### src/rtl/zl_ts_pkg.sv
// Shared definitions for the transport-stream null inserter: packet
// geometry, sync byte, null-packet header bytes and the FSM encoding.
package zl_ts_pkg;

  localparam int TS_PKT_LEN = 188;

  localparam logic [7:0] TS_SYNC    = 8'h47;
  localparam logic [7:0] NULL_HDR1  = 8'h1F;
  localparam logic [7:0] NULL_HDR2  = 8'hFF;
  localparam logic [7:0] NULL_HDR3  = 8'h10;
  localparam logic [7:0] NULL_FILL  = 8'hFF;

  // Last byte index within a packet slot.
  localparam logic [7:0] TS_LAST_IDX = 8'(TS_PKT_LEN - 1);

  typedef enum logic [1:0] {
    ST_IDLE = 2'd0,
    ST_FWD  = 2'd1,
    ST_NULL = 2'd2
  } ts_state_e;

  // Byte of a DVB null packet (PID 0x1FFF, payload only) at position idx.
  function automatic logic [7:0] null_byte(input logic [7:0] idx);
    logic [7:0] b;
    case (idx)
      8'd0:    b = TS_SYNC;
      8'd1:    b = NULL_HDR1;
      8'd2:    b = NULL_HDR2;
      8'd3:    b = NULL_HDR3;
      default: b = NULL_FILL;
    endcase
    return b;
  endfunction

endpackage

### src/rtl/zl_sat_counter.sv
// Free-running event counter that sticks at all-ones instead of wrapping,
// so a statistics read never shows a misleadingly small value.
module zl_sat_counter #(
  parameter int Width = 16
) (
  input  logic             clk,
  input  logic             rst_n,
  input  logic             inc,
  output logic [Width-1:0] count
);

  // Count enabled events until the all-ones ceiling is reached.
  always_ff @(posedge clk or negedge rst_n) begin
    if (!rst_n) begin
      count <= '0;
    end else if (inc && (count != '1)) begin
      count <= count + 1'b1;
    end
  end

endmodule

### src/rtl/zl_ts_null_inserter.sv
// Read-side consumer of the TS FIFO. Each packet slot is either a whole
// 188-byte packet drained from the FIFO with zero latency, or a DVB null
// packet when a full packet is not yet buffered. One IDLE bubble separates
// slots, which is where the forward/null decision is made.
module zl_ts_null_inserter
  import zl_ts_pkg::*;
#(
  parameter int Used_width = 9,
  parameter int Cnt_width  = 16
) (
  input  logic                  clk,
  input  logic                  rst_n,
  input  logic                  in_req,
  output logic                  in_ack,
  input  logic [7:0]            in_data,
  input  logic [Used_width-1:0] in_used,
  output logic                  out_req,
  input  logic                  out_ack,
  output logic [7:0]            out_data,
  output logic                  sync_err,
  output logic [Cnt_width-1:0]  fwd_cnt,
  output logic [Cnt_width-1:0]  null_cnt
);

  localparam logic [Used_width-1:0] PKT_USED = Used_width'(TS_PKT_LEN);

  ts_state_e  state;
  ts_state_e  state_nxt;
  logic [7:0] bcnt;
  logic [7:0] bcnt_nxt;
  logic       sync_err_nxt;
  logic       fwd_inc;
  logic       null_inc;

  // State, byte position and the registered sync-error pulse.
  always_ff @(posedge clk or negedge rst_n) begin
    if (!rst_n) begin
      state    <= ST_IDLE;
      bcnt     <= '0;
      sync_err <= 1'b0;
    end else begin
      state    <= state_nxt;
      bcnt     <= bcnt_nxt;
      sync_err <= sync_err_nxt;
    end
  end

  // Slot sequencing and the combinational FIFO/downstream handshakes.
  always_comb begin
    state_nxt    = state;
    bcnt_nxt     = bcnt;
    in_ack       = 1'b0;
    out_req      = 1'b0;
    out_data     = 8'h00;
    sync_err_nxt = 1'b0;
    fwd_inc      = 1'b0;
    null_inc     = 1'b0;
    case (state)
      ST_IDLE: begin
        // in_used can only under-report here, so >= 188 guarantees a
        // whole packet is available for the next slot.
        state_nxt = (in_used >= PKT_USED) ? ST_FWD : ST_NULL;
      end
      ST_FWD: begin
        out_data = in_data;
        if ((bcnt == 8'd0) && in_req && (in_data != TS_SYNC)) begin
          // Misaligned head: discard one byte and retry next slot.
          in_ack       = 1'b1;
          sync_err_nxt = 1'b1;
          state_nxt    = ST_IDLE;
        end else begin
          out_req = in_req;
          in_ack  = in_req && out_ack;
          if (in_ack) begin
            if (bcnt == TS_LAST_IDX) begin
              bcnt_nxt  = '0;
              fwd_inc   = 1'b1;
              state_nxt = ST_IDLE;
            end else begin
              bcnt_nxt = bcnt + 8'd1;
            end
          end
        end
      end
      ST_NULL: begin
        out_req  = 1'b1;
        out_data = null_byte(bcnt);
        if (out_ack) begin
          if (bcnt == TS_LAST_IDX) begin
            bcnt_nxt  = '0;
            null_inc  = 1'b1;
            state_nxt = ST_IDLE;
          end else begin
            bcnt_nxt = bcnt + 8'd1;
          end
        end
      end
      default: begin
        state_nxt = ST_IDLE;
        bcnt_nxt  = '0;
      end
    endcase
  end

  zl_sat_counter #(.Width(Cnt_width)) u_fwd_cnt (
    .clk   (clk),
    .rst_n (rst_n),
    .inc   (fwd_inc),
    .count (fwd_cnt)
  );

  zl_sat_counter #(.Width(Cnt_width)) u_null_cnt (
    .clk   (clk),
    .rst_n (rst_n),
    .inc   (null_inc),
    .count (null_cnt)
  );

endmodule

### config.mk
export PLATFORM = sky130hd
export DESIGN_NAME = zl_ts_null_inserter
export DESIGN_NICKNAME = d
export VERILOG_FILES = /design/src/rtl/zl_ts_pkg.sv /design/src/rtl/zl_sat_counter.sv /design/src/rtl/zl_ts_null_inserter.sv
export SDC_FILE = /design/constraint.sdc
export NUM_CORES = 1
export LEC_CHECK = 0
export BUFFER_PORTS_ARGS = -buffer_cell sky130_fd_sc_hd__buf_2
export CAP_MARGIN = 5
export CORE_MARGIN = 5
export CORE_UTILIZATION = 49
export DETAILED_ROUTE_END_ITERATION = 10
export PLACE_DENSITY_LB_ADDON = 0.05
export SLEW_MARGIN = 30
export SYNTH_ARGS = -nofsm -noshare
export SYNTH_HDL_FRONTEND = slang
export SYNTH_HIERARCHICAL = 1
export SYNTH_SLANG_ARGS = --single-unit
export TNS_END_PERCENT = 100
### constraint.sdc
create_clock -name clk -period 2.4 [get_ports clk]
set_clock_uncertainty 0.15 [all_clocks]
set_input_delay 0.24 -clock clk [delete_from_list [all_inputs] [get_ports clk]]
set_output_delay 0.24 -clock clk [all_outputs]
set_load 0.01 [all_outputs]
Word-level counts from Yosys, hierarchy flattened
Cells that the tools add are included.
{ "totals": {"wordCells": 56, "register_bits": 43, "in_bits": 21, "output_inout_bits": 43} }
{ "classes": {"add_sub_neg": 3, "magnitude_cmp": 1, "n_reduce_logical": 9, "bitwise_logic": 1, "eq_ne": 12, "n_mux": 25} }
{ "op_table": {"columns": ["cell", "n"], "rows": [
  ["8-bit case mux with 3 select lines", 2],
  ["16-bit by 1-bit adder with 16-bit output, second input constant", 2],
  ["8-bit 2-to-1 mux", 4],
  ["16-bit inequality test, second input constant", 2],
  ["8-bit case mux with 2 select lines", 1],
  ["1-bit 2-to-1 mux", 11],
  ["2-bit 2-to-1 mux", 5],
  ["9-bit by 8-bit >= comparator with 1-bit output, second input constant", 1],
  ["8-bit by 1-bit adder with 8-bit output, second input constant", 1],
  ["8-bit by 1-bit == test with 1-bit output, second input constant", 1],
  ["8-bit by 2-bit == test with 1-bit output, second input constant", 1],
  ["8-bit == test, second input constant", 1],
  ["8-bit zero test", 1],
  ["8-bit by 7-bit inequality test with 1-bit output, second input constant", 1],
  ["2-bit inequality test, second input constant", 3],
  ["2-bit case mux with 3 select lines", 1],
  ["1-bit logical AND", 5],
  ["4-bit AND reduction", 1],
  ["3-bit inequality test, second input constant", 1],
  ["2-bit by 1-bit == test with 1-bit output, second input constant", 1],
  ["2-bit == test, second input constant", 1],
  ["2-bit zero test", 1],
  ["1-bit case mux with 2 select lines", 1],
  ["2-bit AND reduction", 1],
  ["1-bit NOT", 1]
]} }

Depth between registers and ports, before layout
{ "depth": {"depth_word": 6, "mapped_depth": 9, "ltp_nobuf": 9} }

By module
Netlist, hierarchy kept.
{ "by_module_without_submodules": {"columns": ["module", "instances", "cells_per_inst", "seq_area_each_um2", "area_each_um2"], "rows": [
  ["zl_sat_counter", 2, 72, 400.4, 859.6],
  ["zl_ts_null_inserter", 1, 121, 275.3, 1058.5]
]} }

Least setup slack after synthesis
OpenSTA, ideal clock, no wires.
{ "synth_timing": {"path_type": "register to register", "from": "reg bcnt[0]", "to": "reg u_fwd_cnt.count[5]", "stages_incl_launch_ff": 9, "setup_slack_ns": -0.099, "required_ns": 2.131, "arrival_time_ns": 2.230, "n_path_buf": 0, "setup_time_ns": 0.119, "period_less_slack_ns": 2.499, "cell_sequence": "dfrtp_1 ha_1 and4_1 nand3_1 nor3_1 and3_1 and4_2 o211ai_1 o21a_1"} }
{ "synth_via": {"elab_chain_cells": 6, "word_cells_on_any_way": 9, "classes_between": "eq/ne: 1; mux: 4; reduce/logical: 4"} }
{ "synth_rtl": {"columns": ["item", "line", "rtl"], "rows": [
  ["from (decl)", "zl_ts_null_inserter.sv:29", "logic [7:0] bcnt;"],
  ["from (signal assigned)", "zl_ts_null_inserter.sv:43", "bcnt <= bcnt_nxt;"],
  ["8-bit == test / 8-bit zero test (equally long branches)", "zl_ts_null_inserter.sv:75, zl_ts_null_inserter.sv:66", null],
  ["1-bit 2-to-1 mux / 1-bit logical AND (equally long branches)", "zl_ts_null_inserter.sv:75, zl_ts_null_inserter.sv:66", null],
  ["1-bit 2-to-1 mux / 1-bit logical AND (equally long branches)", "zl_ts_null_inserter.sv:74, zl_ts_null_inserter.sv:66", null],
  ["1-bit 2-to-1 mux *", "zl_ts_null_inserter.sv:66", "if ((bcnt == 8'd0) && in_req && (in_data != TS_SYNC)) begin"],
  ["1-bit 2-to-1 mux *", "zl_ts_null_inserter.sv:58", "case (state)"],
  ["via fwd_inc", "zl_ts_null_inserter.sv:32", "logic fwd_inc;"],
  ["1-bit logical AND *", "zl_sat_counter.sv:16", "end else if (inc && (count != '1)) begin"],
  ["to (signal assigned)", "zl_sat_counter.sv:17", "count <= count + 1'b1;"],
  ["to (decl)", "zl_sat_counter.sv:9", "output logic [Width-1:0] count"]
]} }
Mark *: on every way through the listed nets, which the timed path passes. The rest lies on a longest branch.
A chain may end at the register's enable or synchronous reset.

Worst setup path after layout
{ "layout_timing": {"from": "reg bcnt[4]", "to": "out out_data[4]"} }
{ "layout_via": {"elab_chain_cells": 3, "word_cells_on_any_way": 5, "classes_between": "eq/ne: 2; mux: 2; reduce/logical: 1"} }
{ "layout_rtl": {"columns": ["item", "line", "rtl"], "rows": [
  ["8-bit by 2-bit == test with 1-bit output (tied with other cells)", "zl_ts_pkg.sv:25", "case (idx)"],
  ["8-bit case mux with 3 select lines *", "zl_ts_pkg.sv:25", null],
  ["8-bit case mux with 2 select lines *", "zl_ts_null_inserter.sv:58", null],
  ["to (decl)", "zl_ts_null_inserter.sv:19", "output logic [7:0] out_data,"]
]} }
Mark *: on every way between the ends. The rest lies on a longest branch, timed or not.

==> metrics <==
commonest non-fill, non-tap cell in the layout=buf_2; starting density of the core=0.504; asr flop ratio synth=1.00; Setup Viol. Count Final=0; RSZ-0062 raised after global routing=yes; buffers and inverters on the worst path=2; Cell Area, Placed=3300 um2; leak pwr=1.68 nW; CP arrival=1.92 ns; Antenna Violating Nets Remaining=0; max incr delay on CP=0.44 ns; GRT Total Usage=0.184; #FFs+latches synth=43; Placer Congestion=0.793; Startpoint Class=flop; Antenna Cells=0; # port buffers=61; post-synth cell types=55; vias in the first global route=2362; Internal=0.00163 W; DIE AREA=7270 um2; Clock transition at path regs=0.08 ns; H-tree depth=2; CTS tree=built; final WL=6.58 mm; Crit path max-delay family=simple AND/OR/NAND/NOR gates; first-pass GRT wire length=11.2 mm; Final TNS setup=0 ns; Nets=380; final worst path period share=0.964; drt drc=0; maximum number of pins on one net before global-route repair=20; Slew HR=0.609; vias per std cell=5.82; CP Capture Type=primary output; Hold Path Class=in2reg; Syn Area/Cell=10.5 um2; initial antenna violation count=0; sequential share of power=0.308; cell area power density=775 nW/um2; Core Rows=27; Hold Fails Final Rpt=0; most used routing layer=met2; Critical Path RT=2.01 ns; Setup CP Type=reg2out; utilization after layout=0.632; status=completed; clock sink total=43; Cell Chain, Critical Path=nor4_4 > nand3_2 > buf_4 > o31ai_1 > a21oi_1 > buf_2; Peak VDD IR=0.639 mV; Tot Pwr=0.00270 W; total grt overflow=0; clock power share=0.220; worst skew pair latency=0.30 ns; syn nets=295; CP max FO=4; Primary FF master, synth=dfrtp_1; MaxCap Viol Count=0; Slew Limit Fails=0; Die H=85.3 um; CTS root buf=clkbuf_8; Die W=85.3 um; initial DRC count=116; met2 usage=0.295; register area share after synthesis=0.387; Ys Warns=6; most frequent cells in the layout=buf_2 (61), dfrtp_1 (43), nand2_1 (20), a21oi_1 (20), buf_4 (18); grt met3 use=0.0369; Syn Inst Count=265; synthesized area=2780 um2; WL/cell=15.6 um; sw frac=0.397; share of layout cells above drive strength 1=0.356; Fmax=432 MHz; router iterations before antenna repair=5; Final Critical Period=2.31 ns; CP max-delay cell=dfrtp_1; CTS buffer count=5; CORE AREA=5510 um2; P&R area growth vs syn=25.3%; DR vias=2462; # IOs=64; DP HPWL=5.04 mm; Slew @ Worst Pin=0.583 ns; met1 Track Usage GR=0.256; final instance area=3480 um2; P_sw=0.00107 W; Logic pwr share=0.473; CTS Buffer Depth=2; Post-synth EDFFs=0
==> registers in the layout, summed over array words and instances (netlist names) <==
| signal | count |
|---|---|
| u_null_cnt/count | 16 |
| sync_err | 1 |
| bcnt | 8 |
| u_fwd_cnt/count | 16 |
| state | 2 |
==> metrics by stage <==
stage	hold slack, ns	worst slack [ns]	instances
6_report	0.190	0.0857	423
5_1_grt	0.184	-0.0364	423
4_1_cts	0.188	0.00509	421
3_5_place_dp	0.0531	0.00496	412
3_3_place_gp	0.0500	0.0706	412
2_1_floorplan	-0.206	0.0423	265
==> synth_stat cells (3+ instances only) <==
cell	number	area, um2
inv_1	13	48.8
o22ai_1	3	18.8
o31ai_1	3	22.5
a21oi_1	20	100
o21ai_0	4	20.0
dfrtp_1	43	1080
o21a_1	12	90.1
nand2_1	21	78.8
nand4_1	16	100
nor3_1	4	20.0
ha_1	9	113
nor4_4	5	106
a32oi_1	3	26.3
and3_1	4	25.0
a221oi_1	3	26.3
nand3_1	15	75.1
xnor2_1	10	87.6
nor2_1	8	30.0
xor2_1	4	35.0
and4_1	3	26.3
a31oi_1	8	50.1
nand2b_1	3	18.8
==> cells by family after synthesis <==
| group | synth area share |
|---|---|
| AOI/OAI and AO/OA | 0.226 |
| xor gates and xnor gates | 0.0441 |
| adders and majority gates | 0.0405 |
| buffers and inverters | 0.0203 |
| DFF | 0.387 |
| muxes | 0.0153 |
| and+or+nand+nor | 0.266 |
==> power by group through the flow <==
stage	Sequential [W]	Combinational (W)	Clock (W)
final	0.000830	0.00128	0.000592
after floorplan	0.000842	0.000835	0
after CTS	0.000828	0.00121	0.000609
after global placement	0.000842	0.00118	0
after detailed placement	0.000842	0.00119	0
after global routing	0.000840	0.00140	0.000640
==> cell type report <==
type	instances	area [um2]
Sequential cell	43	1080
Inverter	13	48.8
Clock inverter	2	35.0
Clock buffer	6	82.6
Fill cell	470	2030
Tap cell	72	90.1
Multi-Input combinational cell	207	1700
Timing Repair Buffer	80	450
==> timing repair <==
action / 4_1_cts / 5_1_grt
hold endpoints to repair: 17 / 0
setup endpoints to repair: 2 / 19
resized for setup: 2 / 5
hold buffers: 1 / 0
setup buffers: 0 / 2
pin swaps: 0 / 4
==> worst paths after layout <==
check / startpoint / to / slack (ns) / cells after the start
setup / recovery: bcnt[4] / out_data[4] / 0.09 / 6
hold / removal: in_used[8] / state[1] / 0.19 / 3
setup reg to reg: bcnt[4] / u_fwd_cnt/count[7] / 0.13 / 8
hold reg to reg: u_fwd_cnt/count[15] / u_fwd_cnt/count[15] / 0.36 / 1
max in group asynchronous: rst_n / state[1] / 1.28 / 3
min in group asynchronous: rst_n / bcnt[5] / 0.25 / 2
==> worst reg2reg max path, stage by stage, from the launching register on <==
cell,delay [ns]
dfrtp_1,0.44
nor4_4,0.36
nand3_2,0.20
o21ai_4,0.20
nor3_4,0.08
and3_1,0.23
and4_2,0.26
a31oi_1,0.17
a31oi_1,0.05
==> routing by layer <==
| layer | routed length (um) | part of all wire | vias up |
|---|---|---|---|
| met2 | 3090 | 0.47 | 80 |
| met3 | 407 | 0.062 | 5 |
| met5 | 0 | 0 | - |
| met1 | 3040 | 0.46 | 1165 |
| li1 | - | - | 1212 |
| met4 | 44 | 0.0067 | 0 |
Power figures use the tool's default switching activity.
